### src/rtl/gpio_pkg.sv
// GPIO shared types: register selects, offsets, status bit positions.
// Also carries the default pin count and the byte-enable mask helper.
`ifndef GPIO_PINS
`define GPIO_PINS 32
`endif

package gpio_pkg;

  typedef enum logic [3:0] {
    GPIO_NONE = 4'd0,
    GPIO_CR   = 4'd1,
    GPIO_ODR  = 4'd2,
    GPIO_IDR  = 4'd3,
    GPIO_SR   = 4'd4,
    GPIO_IER  = 4'd5,
    GPIO_RIER = 4'd6,
    GPIO_FIER = 4'd7,
    GPIO_ISR  = 4'd8
  } gpio_reg_t;

  localparam logic [7:0] GPIO_CR_OFF   = 8'h00;
  localparam logic [7:0] GPIO_ODR_OFF  = 8'h04;
  localparam logic [7:0] GPIO_IDR_OFF  = 8'h08;
  localparam logic [7:0] GPIO_SR_OFF   = 8'h0C;
  localparam logic [7:0] GPIO_IER_OFF  = 8'h10;
  localparam logic [7:0] GPIO_RIER_OFF = 8'h14;
  localparam logic [7:0] GPIO_FIER_OFF = 8'h18;
  localparam logic [7:0] GPIO_ISR_OFF  = 8'h1C;

  localparam int GPIO_SR_IRQ_BIT  = 0;
  localparam int GPIO_SR_PEND_BIT = 1;

  localparam int GPIO_DEFAULT_PINS = `GPIO_PINS;

  function automatic logic [31:0] be_mask(
    input logic [3:0] be
  );
    be_mask = {{8{be[3]}}, {8{be[2]}},
               {8{be[1]}}, {8{be[0]}}};
  endfunction

endpackage

### src/rtl/gpio_input_sync.sv
// Pin input synchroniser chain plus previous-sample flop.
// Produces synchronised level and single-cycle edge pulses.
module gpio_input_sync #(
  parameter int PINS        = 32,
  parameter int SYNC_STAGES = 2
) (
  input  logic            clk,
  input  logic            rst_n,
  input  logic [PINS-1:0] gpio_in,
  output logic [PINS-1:0] sync,
  output logic [PINS-1:0] rise,
  output logic [PINS-1:0] fall
);

  logic [SYNC_STAGES-1:0][PINS-1:0] chain;
  logic [PINS-1:0]                  prev;

  always_ff @(posedge clk or negedge rst_n) begin
    if (!rst_n) begin
      chain <= '0;
      prev  <= '0;
    end else begin
      chain <= {chain[SYNC_STAGES-2:0], gpio_in};
      prev  <= chain[SYNC_STAGES-1];
    end
  end

  assign sync = chain[SYNC_STAGES-1];
  assign rise = sync & ~prev;
  assign fall = ~sync & prev;

endmodule

### src/rtl/gpio_reg_file.sv
// GPIO register bank: control/output/irq registers, W1C status,
// registered read mux and level interrupt output.
module gpio_reg_file
  import gpio_pkg::*;
#(
  parameter int PINS        = GPIO_DEFAULT_PINS,
  parameter int SYNC_STAGES = 2
) (
  input  logic            clk,
  input  logic            rst_n,
  input  gpio_reg_t       requested_reg,
  input  logic            we,
  input  logic [3:0]      be,
  input  logic [31:0]     wdata,
  output logic [31:0]     rdata,
  input  logic [PINS-1:0] gpio_in,
  output logic [PINS-1:0] gpio_out,
  output logic [PINS-1:0] gpio_oe,
  output logic            irq
);

  logic [PINS-1:0] cr_q, odr_q, ier_q;
  logic [PINS-1:0] rier_q, fier_q, isr_q;
  logic [PINS-1:0] sync, rise, fall;
  logic [PINS-1:0] wm, wd, clr;
  logic [31:0]     wmask, sr_val, rd_val;
  logic sel_cr, sel_odr, sel_idr, sel_sr;
  logic sel_ier, sel_rier, sel_fier, sel_isr;
  logic any_sel;

  gpio_input_sync #(
    .PINS        (PINS),
    .SYNC_STAGES (SYNC_STAGES)
  ) u_sync (
    .clk     (clk),
    .rst_n   (rst_n),
    .gpio_in (gpio_in),
    .sync    (sync),
    .rise    (rise),
    .fall    (fall)
  );

  // Undefined select codes match nothing and behave as no access.
  assign sel_cr   = requested_reg == GPIO_CR;
  assign sel_odr  = requested_reg == GPIO_ODR;
  assign sel_idr  = requested_reg == GPIO_IDR;
  assign sel_sr   = requested_reg == GPIO_SR;
  assign sel_ier  = requested_reg == GPIO_IER;
  assign sel_rier = requested_reg == GPIO_RIER;
  assign sel_fier = requested_reg == GPIO_FIER;
  assign sel_isr  = requested_reg == GPIO_ISR;
  assign any_sel  = sel_cr | sel_odr | sel_idr | sel_sr
                  | sel_ier | sel_rier | sel_fier | sel_isr;

  assign wmask = be_mask(be);
  assign wm    = wmask[PINS-1:0];
  assign wd    = wdata[PINS-1:0];
  assign clr   = (we && sel_isr) ? (wd & wm) : '0;

  function automatic logic [PINS-1:0] merge(
    input logic [PINS-1:0] old
  );
    merge = (old & ~wm) | (wd & wm);
  endfunction

  assign irq      = |(isr_q & ier_q);
  assign gpio_out = odr_q;
  assign gpio_oe  = cr_q;

  always_comb begin
    sr_val = '0;
    sr_val[GPIO_SR_IRQ_BIT]  = irq;
    sr_val[GPIO_SR_PEND_BIT] = |isr_q;
  end

  always_comb begin
    rd_val = '0;
    unique case (1'b1)
      sel_cr:   rd_val = 32'(cr_q);
      sel_odr:  rd_val = 32'(odr_q);
      sel_idr:  rd_val = 32'(sync);
      sel_sr:   rd_val = sr_val;
      sel_ier:  rd_val = 32'(ier_q);
      sel_rier: rd_val = 32'(rier_q);
      sel_fier: rd_val = 32'(fier_q);
      sel_isr:  rd_val = 32'(isr_q);
      default:  rd_val = '0;
    endcase
  end

  always_ff @(posedge clk or negedge rst_n) begin
    if (!rst_n) begin
      cr_q   <= '0;
      odr_q  <= '0;
      ier_q  <= '0;
      rier_q <= '0;
      fier_q <= '0;
      rdata  <= '0;
    end else begin
      if (we && sel_cr)   cr_q   <= merge(cr_q);
      if (we && sel_odr)  odr_q  <= merge(odr_q);
      if (we && sel_ier)  ier_q  <= merge(ier_q);
      if (we && sel_rier) rier_q <= merge(rier_q);
      if (we && sel_fier) fier_q <= merge(fier_q);
      if (!we && any_sel) rdata  <= rd_val;
    end
  end

  // New edges are OR-ed in after the clear, so a same-cycle set wins.
  always_ff @(posedge clk or negedge rst_n) begin
    if (!rst_n) begin
      isr_q <= '0;
    end else begin
      isr_q <= (isr_q & ~clr)
             | (rise & rier_q)
             | (fall & fier_q);
    end
  end

endmodule

### config.mk
export PLATFORM = sky130hd
export DESIGN_NAME = gpio_reg_file
export DESIGN_NICKNAME = d
export VERILOG_FILES = /design/src/rtl/gpio_pkg.sv /design/src/rtl/gpio_input_sync.sv /design/src/rtl/gpio_reg_file.sv
export SDC_FILE = /design/constraint.sdc
export NUM_CORES = 1
export LEC_CHECK = 0
export ABC_AREA = 1
export CORE_MARGIN = 5
export CORE_UTILIZATION = 30
export CTS_BUF_LIST = sky130_fd_sc_hd__clkbuf_16
export DETAILED_ROUTE_END_ITERATION = 16
export DONT_BUFFER_PORTS = 1
export HOLD_SLACK_MARGIN = 0.02
export MAX_ROUTING_LAYER = met4
export SLEW_MARGIN = 20
export SYNTH_ARGS = -nofsm -noshare
export SYNTH_HDL_FRONTEND = slang
export SYNTH_SLANG_ARGS = --single-unit
### constraint.sdc
create_clock -name clk -period 3.6 [get_ports clk]
set_clock_uncertainty 0.15 [all_clocks]
set_input_delay 0.18 -clock clk [delete_from_list [all_inputs] [get_ports clk]]
set_output_delay 0.18 -clock clk [all_outputs]
set_load 0.05 [all_outputs]
==> results.yml <==
yosys:
  synth_edf_count: 0
  synth_top_family_by_area: "simple AND/OR/NAND/NOR gates"
  synth_top_cell_by_area: "dfrtp_1"
  ys.flop_type: "dfrtp_1"
  ys_warn_count: 0
  synth_common_cells: "nand2_1 (336), dfrtp_1 (320), nand3_1 (162)"
  synth_area_leaders: "dfrtp_1 (61%), nand2_1 (9.7%), nand3_1 (6.2%)"
  synthXorXnorAreaFrac_pct: 0
  synthesis.nets: 1499
  netlist_area_mm2: 0.0130
  ys_types: 24
  synth-async-reset-ratio_pct: 100
  synth_cells: 1424
  synth_seq_cells: 320
  synth_most_common_cell: "nand2_1"
  synth-simple-area-share_pct: 20.2
  synth_compound_area_share_pct: 13.6
  synthAdderAreaFrac_pct: 0
  yosys-mux-area-fraction_pct: 0
  synth_seq_area_share_pct: 61.4
  synth_top_area_share_pct: 61.4
  avgSynthCellArea_um2: 9.16
sta:
  post-route-min-period_ns: 2.17
  fmax_mhz: 461
  slew_headroom_pct: -0.385
  tns_ns: 0
  whs_ns: -0.789
  setup_violations: 0
  hold_viol_final: 320
  grt_setup_unrepaired: "false"
  layout_setup_ws_ns: 1.43
  min_period_over_period_pct: 60.2
  slew_violations: 29
  worst_pin_slew_ns: 1.51
clocking:
  cts.sink_count: 320
  cts_setup_buffers: 0
  clock_path_buffers: 3
  clk_pin_slew_ns: 0.06
  cts_made_buffers: 36
  ctsHoldBuffers: 72
  cts_tree: "done"
  cts_htree_levels: 2
  clk-insertion-delay-late_ns: 0.52
  cts-root-buf: "clkbuf_16"
cells_and_area:
  postLayoutCoreUtil_pct: 35.9
  area_growth_syn_to_layout_pct: 18.5
  final_nets: 1560
  diodes: 0
  drive_gt1_share_pct: 4.98
placement:
  port_buffers: 0
  dp_slack_ns: 1.36
  dp_hpwl_um: 26600
  gp_congestion: 0.820
grt:
  grt_start_max_net_pins: 321
  grt_pass1_wl_um: 62700
  grt-ovfl-total: 0
  grt_usage_pct: 17.4
  antenna_found_initial: 0
  grt_pass1_vias: 10340
routing:
  ant_nets: 0
  routedWlPerCell_um: 19.5
  wl_um: 40700
  first_pass_iters: 6
  via_count: 10476
  drt_iter0_markers: 849
  viasPerCell: 5.01
  drc: 0
floorplanning:
  die_h_um: 219
  die_x_um: 219
  die_area_mm2: 0.0478
  fp-row-count: 76
  initial_core_util_pct: 30.3
  io_pins: 172
  core-area_mm2: 0.0431
worst_setup_path:
  worstSetupStartpointType: "flip-flop"
  timing.rr.start: "isr_q[2]$_DFF_PN0_"
  reg2reg_to: "rdata[0]$_DFFE_PN0P_"
  cp_data_required_time_ns: 3.27
  worst-endpoint-arrival_ns: 1.84
  end_kind: "output pin"
  reg2reg_slack_ns: 1.64
  cp_max_fo: 4
  reg2regPathDepth: 8
  crit_type: "flip-flop to output pin"
hold_path:
  min-delay-path-class: "input pin to asynchronous set/reset pin"
power_and_ir_drop:
  irDropWorstVdd_mv: 0.343
  power_density_mw_per_mm2: 616
  total_leakage_power_uw: 0.00686
job:
  maxCapViolCount: 0
status:
  outcome: "finished, violations left"
  violations: "negative hold slack, max-slew violations"
==> final cells by class <==
| class | count | area [µm²] |
|---|---|---|
| Clock buffer | 37 | 926 |
| Inverter | 101 | 379 |
| Multi-Input combinational cell | 942 | 4450 |
| Clock inverter | 21 | 138 |
| Sequential cell | 320 | 8010 |
| Fill cell | 4363 | 27600 |
| Tap cell | 585 | 732 |
| Timing Repair Buffer | 84 | 823 |
==> through the flow <==
| stage | total power [µW] | std cells | instance area, µm² |
|---|---|---|---|
| final | 9520 | 2090 | 15500 |
| after floorplan | 5740 | 1424 | 13000 |
| after global placement | 6080 | 1960 | 13700 |
| after detailed placement | 6130 | 1960 | 13700 |
| after CTS | 9620 | 2090 | 15500 |
| after global routing | 9970 | 2090 | 15500 |
==> timing repair <==
action | in CTS | in global routing
gates resized for setup | 0 | 0
hold endpoints to repair | 576 | 320
setup endpoints to repair | 0 | 0
==> cell families after synthesis <==
| logic type | after synthesis |
|---|---|
| AND/OR/NAND/NOR | 635 |
| flip-flops | 320 |
| AO/OA/AOI/OAI | 307 |
| buffers and inverters | 162 |
==> cells in the final DEF (no fill, tap or decap) <==
| cell | instances |
|---|---|
| dlygate4sd3_1 | 72 |
| o211ai_1 | 1 |
| nor3_2 | 1 |
| bufinv_16 | 2 |
| nand2_1 | 336 |
| buf_12 | 1 |
| o21ai_1 | 142 |
| nand3_1 | 162 |
| inv_1 | 104 |
| o21ai_0 | 86 |
| clkinv_2 | 5 |
| nor2_2 | 4 |
| a21oi_4 | 1 |
| inv_2 | 4 |
| clkbuf_16 | 37 |
| nor2_1 | 116 |
| nand2_2 | 4 |
| a31oi_1 | 30 |
| o311ai_0 | 23 |
| and3_1 | 7 |
| nor2_4 | 4 |
| o221ai_1 | 8 |
| buf_4 | 11 |
| a21oi_1 | 1 |
| nor4_2 | 1 |
| dfrtp_1 | 320 |
| clkinv_1 | 7 |
| o211a_1 | 15 |
==> worst max-delay path by stage <==
stage / start / to / cells after the start
2_1_floorplan: isr_q[2]$_DFF_PN0_ / rdata[0]$_DFFE_PN0P_ / 8
3_3_place_gp: requested_reg[3] / flip-flop / 6
3_5_place_dp: requested_reg[3] / isr_q[5]$_DFF_PN0_ / 7
4_1_cts: isr_q[12]$_DFF_PN0_ / irq / 6
5_1_grt: isr_q[6]$_DFF_PN0_ / irq / 6
6_report: isr_q[2]$_DFF_PN0_ / irq / 6
==> metal layers <==
metal / track usage (%) / wire (µm) / part of all wire, % / up-vias
met4: 4.58 / 970 / 2.4 / 0
met1: 23.4 / 17400 / 43 / 5087
met3: 5.21 / 3980 / 9.8 / 79
met5: - / 0 / 0 / -
met2: 25.7 / 18300 / 45 / 424
li1: - / - / - / 4886
==> report_power, final <==
group	internal (µW)	total, µW	switching (µW)	leakage, µW
clock	1980	3400	1410	0.000552
sequential	4080	5230	1150	0.00387
combinational	370	894	524	0.00243
total	6430	9520	3090	0.00686
==> worst max-delay path: stages, from the launching register on <==
cell and delay, ns:
dfrtp_1 0.42, nand2_1 0.10, nand2_1 0.10, nor2_1 0.12
nand2_1 0.06, nor2_1 0.10, nand2_1 0.42
Power figures use the tool's default switching activity.
